<file path="src/rtl/rectangle_pkg.sv">
// Shared definitions for the RECTANGLE-80 forward key schedule:
// round-constant seed, default update count, FSM states and forward S-box.
package rectangle_pkg;

  localparam int         NR_DEFAULT = 25;
  localparam logic [4:0] RC_INIT    = 5'h01;

  typedef enum logic [1:0] {IDLE, RUN, DONE} state_t;

  // Forward S-box, entry 0 is the rightmost nibble.
  localparam logic [15:0][3:0] SBOX_ENC = {
    4'h2, 4'h4, 4'hF, 4'h8, 4'hD, 4'h3, 4'h0, 4'hB,
    4'h9, 4'h7, 4'hE, 4'h1, 4'hA, 4'hC, 4'h5, 4'h6
  };

  // 5-bit round-constant LFSR step.
  function automatic logic [4:0] rc_next(input logic [4:0] rc);
    return {rc[3:0], rc[4] ^ rc[2]};
  endfunction

endpackage

</file>
<file path="src/rtl/rectangle_key_sched_enc_sbox.sv">
// Single-column forward S-box of the key update (purely combinational).
module sbox_enc
  import rectangle_pkg::*;
(
  input  logic [3:0] i_x,
  output logic [3:0] o_y
);

  assign o_y = SBOX_ENC[i_x];

endmodule

</file>
<file path="src/rtl/rectangle_key_sched_enc.sv">
// RECTANGLE-80 iterative forward key schedule: loads an 80-bit key and hands
// out NR+1 round keys (low 64 bits of the evolving key) under valid/ready.
// Optional macro RECT_FINAL_KEY_EN adds final_key/final_valid, capturing the
// key after the last update to seed the decryption schedule.
module rectangle_key_sched_enc
  import rectangle_pkg::*;
#(
  parameter int NR = NR_DEFAULT
) (
  input  logic        clk,
  input  logic        rst_n,
  input  logic        start,
  input  logic [79:0] key_in,
  output logic        rk_valid,
  input  logic        rk_ready,
  output logic [63:0] rk,
  output logic [4:0]  rk_idx,
  output logic        busy,
`ifdef RECT_FINAL_KEY_EN
  output logic [79:0] final_key,
  output logic        final_valid,
`endif
  output logic        done
);

  localparam logic [4:0] NR_IDX = 5'(NR);

  state_t           r_state, w_state_nxt;
  logic [79:0]      r_key;
  logic [4:0]       r_rc;
  logic [4:0]       r_idx;
  logic             w_load, w_step;
  logic [3:0][3:0]  w_sb_in, w_sb_out;
  logic [4:0][15:0] w_rows, w_nxt;
  logic [15:0]      w_r0, w_r3;

  // State register.
  always_ff @(posedge clk) begin
    if (!rst_n) r_state <= IDLE;
    else        r_state <= w_state_nxt;
  end

  // Next state and datapath controls; start is only looked at in IDLE.
  always_comb begin
    w_state_nxt = r_state;
    w_load      = 1'b0;
    w_step      = 1'b0;
    unique case (r_state)
      IDLE: if (start) begin
        w_load      = 1'b1;
        w_state_nxt = RUN;
      end
      RUN: if (rk_ready) begin
        if (r_idx < NR_IDX) w_step      = 1'b1;
        else                w_state_nxt = DONE;
      end
      DONE:    w_state_nxt = IDLE;
      default: w_state_nxt = IDLE;
    endcase
  end

  // Columns {row3[j],row2[j],row1[j],row0[j]} through the S-box.
  for (genvar j = 0; j < 4; j++) begin : g_col
    assign w_sb_in[j] = {r_key[48+j], r_key[32+j], r_key[16+j], r_key[j]};
    sbox_enc u_sbox (.i_x(w_sb_in[j]), .o_y(w_sb_out[j]));
  end

  // Key update: S-box on columns 0..3, generalised Feistel, round constant.
  always_comb begin
    w_rows = r_key;
    for (int j = 0; j < 4; j++)
      for (int i = 0; i < 4; i++)
        w_rows[i][j] = w_sb_out[j][i];
    w_r0      = {w_rows[0][7:0], w_rows[0][15:8]} ^ w_rows[1];
    w_r0[4:0] = w_r0[4:0] ^ r_rc;
    w_r3      = {w_rows[3][3:0], w_rows[3][15:4]} ^ w_rows[4];
    w_nxt     = {w_rows[0], w_r3, w_rows[3], w_rows[2], w_r0};
  end

  // Key, round constant and index; they only move on load or accepted step,
  // so outputs hold under backpressure.
  always_ff @(posedge clk) begin
    if (!rst_n) begin
      r_key <= '0;
      r_rc  <= RC_INIT;
      r_idx <= '0;
    end else if (w_load) begin
      r_key <= key_in;
      r_rc  <= RC_INIT;
      r_idx <= '0;
    end else if (w_step) begin
      r_key <= w_nxt;
      r_rc  <= rc_next(r_rc);
      r_idx <= r_idx + 5'd1;
    end
  end

  assign rk_valid = (r_state == RUN);
  assign busy     = (r_state != IDLE);
  assign done     = (r_state == DONE);
  assign rk       = r_key[63:0];
  assign rk_idx   = r_idx;

`ifdef RECT_FINAL_KEY_EN
  logic        w_last;
  logic [79:0] r_final_key;
  logic        r_final_valid;

  assign w_last = w_step && (r_idx == NR_IDX - 5'd1);

  // Capture the fully advanced key on the last update; cleared by a new load.
  always_ff @(posedge clk) begin
    if (!rst_n) begin
      r_final_key   <= '0;
      r_final_valid <= 1'b0;
    end else if (w_load) begin
      r_final_key   <= '0;
      r_final_valid <= 1'b0;
    end else if (w_last) begin
      r_final_key   <= w_nxt;
      r_final_valid <= 1'b1;
    end
  end

  assign final_key   = r_final_key;
  assign final_valid = r_final_valid;
`endif

endmodule

</file>
<file path="config.mk">
export PLATFORM = sky130hd
export DESIGN_NAME = rectangle_key_sched_enc
export DESIGN_NICKNAME = d
export VERILOG_FILES = /design/src/rtl/rectangle_pkg.sv /design/src/rtl/rectangle_key_sched_enc_sbox.sv /design/src/rtl/rectangle_key_sched_enc.sv
export SDC_FILE = /design/constraint.sdc
export NUM_CORES = 1
export LEC_CHECK = 0
export ABC_AREA = 1
export ABC_CLOCK_PERIOD_IN_PS = 1800
export BUFFER_PORTS_ARGS = -buffer_cell sky130_fd_sc_hd__buf_2
export CAP_MARGIN = 5
export CORE_ASPECT_RATIO = 0.6
export CORE_MARGIN = 3
export CORE_UTILIZATION = 49
export DETAILED_ROUTE_END_ITERATION = 6
export PLACE_DENSITY_LB_ADDON = 0.12
export SKIP_CTS_REPAIR_TIMING = 1
export SYNTH_ARGS = -nofsm -noshare
export SYNTH_HDL_FRONTEND = slang
export SYNTH_SLANG_ARGS = --single-unit
</file>
<file path="constraint.sdc">
create_clock -name clk -period 1.8 [get_ports clk]
set_input_delay 0.18 -clock clk [delete_from_list [all_inputs] [get_ports clk]]
set_output_delay 0.18 -clock clk [all_outputs]
set_load 0.05 [all_outputs]
</file>
==> results.yml, run 1 <==
outcome:
  status: "finished with violations"
  violations: "negative setup slack"
timing:
  worst_slew_pin_slew_ps: 412
  max_slew_margin: 0.725
  setup_viol: 16
  period_share: 1.09
  fin_hold_ws_ps: 94.5
  postLayoutSetupSlackWorst_ps: -166
  drv_slew: 0
  rsz0062_at_grt: "true"
  finalClockSkew_ps: 10.0
  min_period_ps: 1970
  hold_viol: 0
  max_clock_freq_mhz: 509
synth:
  yosysMostFrequentCell: "nand2_1"
  synth.top_cell.area_share: 0.335
  yosys.area.top_type: "dfxtp_1"
  syn_avg_cell_area_um2: 7.24
  synthTopCellsByCount: "294 x nand2_1, 108 x dfxtp_1, 68 x buf_4, 65 x nand3_1, 61 x inv_1"
  yosysUniqueCellTypes: 38
  synthFlopType: "dfxtp_1"
  synth_edf_count: 0
  ys_seq_area_frac: 0.335
  synthArstFlopShare: 0
  yosysWarnings: 0
  synth.area.top_cells: "dfxtp_1 34%, nand2_1 17%, buf_4 7.9%"
  syn_nets: 996
  syn_area_um2: 6450
  synth-seq-cells: 108
  syn_inst: 891
global_route:
  grt_max_degree: 42
  first_global_vias: 5388
  gr-usage-all-layers: 0.241
  grt_pass1_wl_um: 28100
  overflow: 0
  antenna_found_initial: 0
setup_path:
  rr_startpoint: "r_state[0]$_SDFFE_PN0P_"
  rr_worst_depth: 12
  critPathKind: "reg2reg"
  cp.arrival_ps: 2260
  reg2reg_to: "g_col[3].u_sbox.o_y[1]$_DFF_P_"
  reg2reg_slack_ps: -170
  crit_fanout: 13
  startpoint: "r_state[0]$_SDFFE_PN0P_"
  end_kind: "register"
  required_ps: 2090
  cp-start-kind: "register"
finish:
  layout-drive-gt1-share: 0.324
  syn2layout_area_growth_pct: 21.1
  fill_cells: 1151
  fin_area_um2: 7820
  antenna_cells: 0
  utilization: 0.628
  layout.nets: 1130
placed_design:
  placed_area_um2: 7420
  place_worst_setup_slack_ps: -230
  dp_hpwl_um: 13800
  place.port_buffers: 155
  place.gp.congestion: 0.898
clock_network:
  cts_root_buf: "clkbuf_16"
  clk_pin_slew_ps: 80
  cts_tree: "built"
  cts_buffers: 9
  h-tree-depth: 3
  clk_path_buf_depth: 2
  clk_latency_ps: 350
  clkSinkCount: 108
floorplanning:
  die_area_um2: 14600
  start_util: 0.518
  num_rows: 31
  die-height_um: 94.9
  ios: 156
  core_area_um2: 12500
  dieWidth_um: 154
worst_hold_path:
  min_to: "r_key[43]$_SDFFE_PN0N_"
  hold_start: "key_in[43]"
  min_path_type: "in2reg"
  whs_path_depth: 3
power_and_ir_drop:
  p_leak_nw: 3.97
  total_power_w: 0.00740
  power.density_nw_per_um2: 947
  peakVddDrop_v: 0.000525
drt:
  finalWirelength_um: 18400
  wl_per_cell_um: 15.4
  vias_per_cell: 5.09
  postRouteAntennaNets: 0
  initialDrtViolationCount: 423
  drc: 0
  dr.pass1.iters: 5
  vias: 6080
job:
  maxCapViolations: 0
-- cells by family (layout without fill, tap and decap cells) --
kind of cell	Yosys count	after routing	share of synthesized area
AND/OR/NAND/NOR	442	443	0.308
AO/OA/AOI/OAI	108	108	0.113
adder cells (fa/ha/maj)	21	21	0.0407
flip-flops	108	108	0.335
XOR/XNOR	30	30	0.0407
buffers and inverters	182	320	0.162
-- cell usage in the layout, fill, tap and decap left out, types with 8 or more instances in the layout --
cell type  netlist  final
a311oi_2        11     11
inv_2            8     16
nand3_1         65     65
buf_2           21    155
clkbuf_16        0     10
nand2_2          8     13
dfxtp_1        108    102
nand3b_1        12     12
nor2_1          26     26
ha_1            21     17
o21ai_0         27     27
inv_1           61     52
xnor2_1          8      8
xor2_1          22     22
buf_4           68     66
nand2_1        294    283
a31oi_1         47     47
a21oi_1         14     14
nand2_4          6     12
-- layer usage --
metal | vias to the layer above | share of wire | track usage
li1 | 3083 | - | -
met1 | 2764 | 0.51 | 0.386
met2 | 222 | 0.40 | 0.330
met3 | 11 | 0.087 | 0.0504
met4 | 0 | 0.0062 | 0.0389
met5 | - | 0 | 0
-- sequential cells by signal (all words and copies together) (netlist names) --
name              count
r_key                80
r_rc                  5
rk_idx                5
g_col.u_sbox.o_y     16
r_state               2
-- how the worst max path moves through the flow --
stage | endpoint | slack, ps | depth (start not counted)
floorplan | g_col[0].u_sbox.o_y[1]$_DFF_P_ | -100 | 15
global placement | g_col[3].u_sbox.o_y[1]$_DFF_P_ | -180 | 12
detailed placement | g_col[3].u_sbox.o_y[1]$_DFF_P_ | -230 | 12
CTS | g_col[3].u_sbox.o_y[1]$_DFF_P_ | -260 | 12
global route | g_col[0].u_sbox.o_y[1]$_DFF_P_ | -300 | 14
finish | g_col[3].u_sbox.o_y[1]$_DFF_P_ | -170 | 12
-- metrics by stage --
step | cells | TNS (ps)
2_1_floorplan | 891 | -570
3_3_place_gp | 1175 | -2980
3_5_place_dp | 1175 | -3910
4_1_cts | 1191 | -5640
5_1_grt | 1195 | -8400
6_report | 1195 | -1490
-- report_power, final --
part	leakage [nW]	switching, W	internal [W]
Clock	0.139	0.000971	0.00100
Combinational	2.93	0.00162	0.000897
Sequential	0.896	0.000251	0.00266
Total	3.97	0.00284	0.00456
-- critical path, cell delays in order (launching register included) --
cell,delay (ps)
dfxtp_2,340
nor2_4,180
nand2_8,130
buf_12,170
o21ai_2,140
a21oi_2,70
nor2_4,150
inv_1,60
ha_1,280
nand3b_1,190
nand2_1,90
nand2_1,50
nand2_1,60
-- final cells by class --
type,instances,area [um^2],area share
Inverter,72,275,0.0352
Tap cell,165,206,0.0264
Timing Repair Buffer,232,1470,0.189
Sequential cell,108,2180,0.279
Clock buffer,10,239,0.0306
Clock inverter,6,55.1,0.00704
Multi-Input combinational cell,602,3380,0.433
Power figures use the tool's default switching activity.
==> inputs of run 2 (changes only) <==
--- a/config.mk
+++ b/config.mk
@@ -9,7 +9,6 @@
 export ABC_CLOCK_PERIOD_IN_PS = 1800
 export BUFFER_PORTS_ARGS = -buffer_cell sky130_fd_sc_hd__buf_2
 export CAP_MARGIN = 5
-export CORE_ASPECT_RATIO = 0.6
 export CORE_MARGIN = 3
 export CORE_UTILIZATION = 49
 export DETAILED_ROUTE_END_ITERATION = 6
==> run 2 against run 1 <==
  * The flow still finishes with violations (negative setup slack)
  * Count of clock-buffer cells in the layout did not move
  * Worst setup slack about the same
  * Hold slack worse by 11 ps
  * Final cell count up 0.67%
  * Register-to-register slack about the same
  * Core utilization up 0.60 points
  * Flip-flop and latch count unchanged
  * Routed wire length is 2.7% higher
  * Fmax hardly changed
  * Non-clock buffer count rose by 2
  * Critical path type unchanged
==> results.yml, run 2 (synthesis results as in run 1) <==
global_route:
  grt_pass1_wl_um: 28300
  first_global_vias: 5475
  grt_max_degree: 52
  antenna_found_initial: 0
  overflow: 0
  gr-usage-all-layers: 0.245
setup_path:
  cp.depth: 13
  critPathKind: "reg2reg"
  critPathSlowestCell: "dfxtp_4"
  rr_worst_depth: 13
  crit_fanout: 12
  reg2reg_slack_ps: -170
  worstPathCellList: "nor2_4 > nand2_4 > buf_12 > o21ai_1 > a21oi_2 > nor2_4 > inv_2 > ha_2 > or2_4 > nand2_1 > nand2_1 > nand2_1 > nand2_1"
  cpLargestDelayFamily: "simple AND/OR/NAND/NOR gates"
  path_buf_inv: 2
  max_stage_delay_ps: 370
  required_ps: 2060
  crit_top_cell: "nand2_1"
  startpoint: "r_state[0]$_SDFFE_PN0P_"
  end_kind: "register"
  endpoint: "g_col[0].u_sbox.o_y[1]$_DFF_P_"
  cp.arrival_ps: 2230
  rr_startpoint: "r_state[0]$_SDFFE_PN0P_"
  cp-start-kind: "register"
  reg2reg_to: "g_col[0].u_sbox.o_y[1]$_DFF_P_"
clock_network:
  clk_path_buf_depth: 2
  clkSinkCount: 108
  cts_buffers: 9
  cts_root_buf: "clkbuf_16"
  h-tree-depth: 3
  clk_latency_ps: 360
  clk_pin_slew_ps: 80
  cts_tree: "built"
finish:
  antenna_cells: 0
  top_register: "r_key"
  layout_common_cells: "278 x nand2_1, 155 x buf_2, 101 x dfxtp_1, 62 x nand3_1, 60 x buf_4"
  syn2layout_area_growth_pct: 24.9
  layout.nets: 1131
  largest_register_ffs: 80
  final_common_cell: "nand2_1"
  fin_cells: 1203
  layout-drive-gt1-share: 0.352
floorplanning:
  start_util: 0.507
  dieWidth_um: 121
  core_area_um2: 12700
  die_area_um2: 14600
  die-height_um: 121
  num_rows: 41
  ios: 156
drt:
  vias_per_cell: 5.09
  finalWirelength_um: 18800
  postRouteAntennaNets: 0
  initialDrtViolationCount: 427
  dr.pass1.iters: 7
  wl_per_cell_um: 15.7
  vias: 6126
  drc: 0
timing:
  fin_hold_ws_ps: 83.5
  period_share: 1.09
  setup_viol: 15
  hold_viol: 0
  max_slew_margin: 0.695
  finalClockSkew_ps: 7.19
  max_clock_freq_mhz: 509
  min_period_ps: 1970
  drv_slew: 0
  setup_tns_ps: -1260
  worst_slew_pin_slew_ps: 457
  rsz0062_at_grt: "true"
  postLayoutSetupSlackWorst_ps: -166
placed_design:
  place_worst_setup_slack_ps: -134
  place.gp.congestion: 0.821
  dp_hpwl_um: 13500
  place.port_buffers: 155
  dp.cells: 1177
job:
  maxCapViolations: 0
power_and_ir_drop:
  total_power_w: 0.00767
  peakVddDrop_v: 0.000565
  power.density_nw_per_um2: 952
  p_leak_nw: 4.03
outcome:
  status: "finished with violations"
  violations: "negative setup slack"
worst_hold_path:
  min_path_type: "in2reg"
==> run 2: cell types whose count changed in the layout (fill, tap and decap cells not counted), sizes merged <==
| cell | previous run | this run |
|---|---|---|
| clkbuf | 11 | 13 |
| clkinvlp | 2 | 0 |
| bufinv | 0 | 1 |
| clkinv | 4 | 5 |
| nand2 | 309 | 308 |
==> run 2: where the power goes <==
group / switching, W / internal [W] / total [W]
registers: 0.000250 / 0.00266 / 0.00291
logic: 0.00166 / 0.000959 / 0.00262
clock network: 0.000993 / 0.00115 / 0.00214
total: 0.00291 / 0.00476 / 0.00767
==> run 2: through the flow <==
stage,cell area [um^2],util
floorplan,6580,-
global placement,7400,0.582
detailed placement,7400,0.582
CTS,7720,0.607
global route,8060,0.634
finish,8060,0.634
==> run 2: routing by layer <==
metal  up-vias  share of wire  GRT usage
met5         -              0          0
met4         0          0.014     0.0460
met3        19          0.065     0.0538
met2       232           0.48      0.407
met1      2790           0.44      0.331
li1       3085              -          -
==> run 2: worst reg2reg max path, stage by stage (launching register included) <==
cell and delay (ps):
dfxtp_4 370, nor2_4 120, nand2_4 110, buf_12 170
o21ai_1 200, a21oi_2 80, nor2_4 190, inv_2 60
ha_2 160, or2_4 230, nand2_1 50, nand2_1 50
nand2_1 50, nand2_1 40
==> run 2: worst min path at each step <==
stage	from	to	slack, ps	depth (start not counted)
after global placement	key_in[23]	r_key[23]$_SDFFE_PN0N_	460	3
after CTS	key_in[42]	r_key[42]$_SDFFE_PN0N_	70	3
after detailed placement	key_in[42]	r_key[42]$_SDFFE_PN0N_	460	3
final	key_in[39]	r_key[39]$_SDFFE_PN0N_	80	3
after global routing	key_in[39]	r_key[39]$_SDFFE_PN0N_	80	3
after floorplan	rst_n	r_key[19]$_SDFFE_PN0N_	320	2
==> run 2: layout make-up <==
class                   instances  area, um^2
clock inverters                 6        78.8
flip-flops and latches        108        2190
well taps                     172         215
inverters                      72         282
multi-input cells             601        3500
clock buffers                  10         239
fillers                      1201        4660
repair buffers                234        1560
==> inputs of run 3 (changes only) <==
--- a/config.mk
+++ b/config.mk
@@ -12,7 +12,7 @@
 export CORE_MARGIN = 3
 export CORE_UTILIZATION = 49
 export DETAILED_ROUTE_END_ITERATION = 6
-export PLACE_DENSITY_LB_ADDON = 0.12
+export PLACE_DENSITY = 0.77
 export SKIP_CTS_REPAIR_TIMING = 1
 export SYNTH_ARGS = -nofsm -noshare
 export SYNTH_HDL_FRONTEND = slang
==> run 3 against run 2 <==
  * The run still ends with negative setup slack left
  * Register-to-register slack got worse by 60 ps
  * Combinational power increased by 5%
  * Global-route usage decreased by 0.32 points
  * First-iteration DRC count increased by 21%
  * Via count increased by 3.2%
  * Worst setup slack got worse by 57 ps
  * Final cell count increased by 0.33%
  * Clock power decreased by 6%
  * Critical endpoint is now g_col[3].u_sbox.o_y[1]$_DFF_P_
  * Largest cell class unchanged
  * Highest routed layer unchanged
==> results.yml, run 3 (synthesis results as in run 1) <==
timing:
  period_share: 1.12
  worst_slew_pin_slew_ps: 526
  postLayoutSetupSlackWorst_ps: -223
  max_clock_freq_mhz: 494
  rsz0062_at_grt: "true"
  drv_slew: 0
  fin_hold_ws_ps: 84.1
  hold_viol: 0
  max_slew_margin: 0.650
  finalClockSkew_ps: 10.6
  min_period_ps: 2020
  setup_viol: 16
setup_path:
  rr_startpoint: "r_state[0]$_SDFFE_PN0P_"
  critPathKind: "reg2reg"
  end_kind: "register"
  required_ps: 2070
  reg2reg_slack_ps: -220
  reg2reg_to: "g_col[3].u_sbox.o_y[1]$_DFF_P_"
  rr_worst_depth: 13
  cp.arrival_ps: 2290
  cp-start-kind: "register"
  crit_fanout: 6
clock_network:
  cts_root_buf: "clkbuf_16"
  clk_path_buf_depth: 2
  cts_buffers: 9
  h-tree-depth: 3
  cts_tree: "built"
  clkSinkCount: 108
  clk_latency_ps: 360
  clk_pin_slew_ps: 80
outcome:
  violations: "negative setup slack"
  status: "finished with violations"
finish:
  layout_common_cells: "273 x nand2_1, 155 x buf_2, 101 x dfxtp_1, 64 x buf_4, 63 x nand3_1"
  final_common_cell: "nand2_1"
  layout.nets: 1136
  syn2layout_area_growth_pct: 27.0
  top_register: "r_key"
  largest_register_ffs: 80
  fin_cells: 1207
  layout-drive-gt1-share: 0.363
  antenna_cells: 0
worst_hold_path:
  min_to: "r_key[46]$_SDFFE_PN0N_"
  hold_start: "key_in[46]"
  whs_path_depth: 3
  min_path_type: "in2reg"
floorplanning:
  ios: 156
  num_rows: 41
  die-height_um: 121
  dieWidth_um: 121
  die_area_um2: 14600
  core_area_um2: 12700
  start_util: 0.507
drt:
  vias_per_cell: 5.24
  vias: 6320
  finalWirelength_um: 19100
  dr.pass1.iters: 5
  initialDrtViolationCount: 518
  drc: 0
  postRouteAntennaNets: 0
  wl_per_cell_um: 15.9
global_route:
  gr-usage-all-layers: 0.242
  grt_pass1_wl_um: 28200
  antenna_found_initial: 0
  grt_max_degree: 40
  overflow: 0
  first_global_vias: 5704
job:
  maxCapViolations: 0
power_and_ir_drop:
  power.density_nw_per_um2: 937
  total_power_w: 0.00768
  peakVddDrop_v: 0.000669
  p_leak_nw: 4.06
placed_design:
  dp_hpwl_um: 13500
  place_worst_setup_slack_ps: -150
  dp.cells: 1172
  place.port_buffers: 155
  place.gp.congestion: 0.911
[run 3: cell count changes in the layout (fill, tap and decap cells not counted), sizes merged]
cell / delta
clkinv: -3
buf: +4
bufinv: -1
inv: +3
clkbuf: +1
[run 3: final cells by class]
type | instances | area (um^2)
fill | 1102 | 4530
multi-input combinational | 601 | 3560
sequential | 108 | 2190
timing repair buffer | 239 | 1640
inverter | 72 | 300
clock buffer | 10 | 250
tap | 172 | 215
clock inverter | 5 | 48.8
[run 3: stage by stage]
| stage | util | TNS, ps | instance area (um^2) |
|---|---|---|---|
| after floorplan | - | -570 | 6580 |
| after global placement | 0.580 | -1560 | 7380 |
| after detailed placement | 0.580 | -3300 | 7380 |
| after CTS | 0.603 | -4880 | 7680 |
| after global routing | 0.644 | -3690 | 8200 |
| final | 0.644 | -1960 | 8200 |
[run 3: critical path: stages, from the launching register on]
cell       delay, ps
dfxtp_4          360
nor2_4           140
nand2_4          120
buf_6            140
clkbuf_16        140
nand3b_4         100
nand2_4           70
nor2_4           160
inv_1             90
ha_4             270
nand3b_1         140
nand2_1           70
nand2_1           70
nand2_1           50
[run 3: routing by layer]
layer	global-route usage	routed length [um]	up-vias
met4	0.0899	485	0
met5	0	0	-
met3	0.0524	1440	35
met2	0.398	9150	284
met1	0.311	8080	2906
li1	-	-	3095
[run 3: worst max-delay path by stage]
| stage | endpoint | startpoint |
|---|---|---|
| after floorplan | g_col[0].u_sbox.o_y[1]$_DFF_P_ | rk_idx[1]$_SDFFE_PP0P_ |
| after global placement | g_col[0].u_sbox.o_y[1]$_DFF_P_ | r_state[0]$_SDFFE_PN0P_ |
| after detailed placement | r_key[54]$_SDFFE_PN0N_ | r_state[1]$_SDFFE_PN0P_ |
| after CTS | g_col[0].u_sbox.o_y[1]$_DFF_P_ | r_state[1]$_SDFFE_PN0P_ |
| after global routing | g_col[3].u_sbox.o_y[1]$_DFF_P_ | r_state[0]$_SDFFE_PN0P_ |
| final | g_col[3].u_sbox.o_y[1]$_DFF_P_ | r_state[0]$_SDFFE_PN0P_ |
[run 3: where the power goes]
group	switching, W	leakage (nW)	internal, W
Sequential	0.000247	0.897	0.00266
Clock	0.000971	0.149	0.00105
Combinational	0.00173	3.02	0.00102
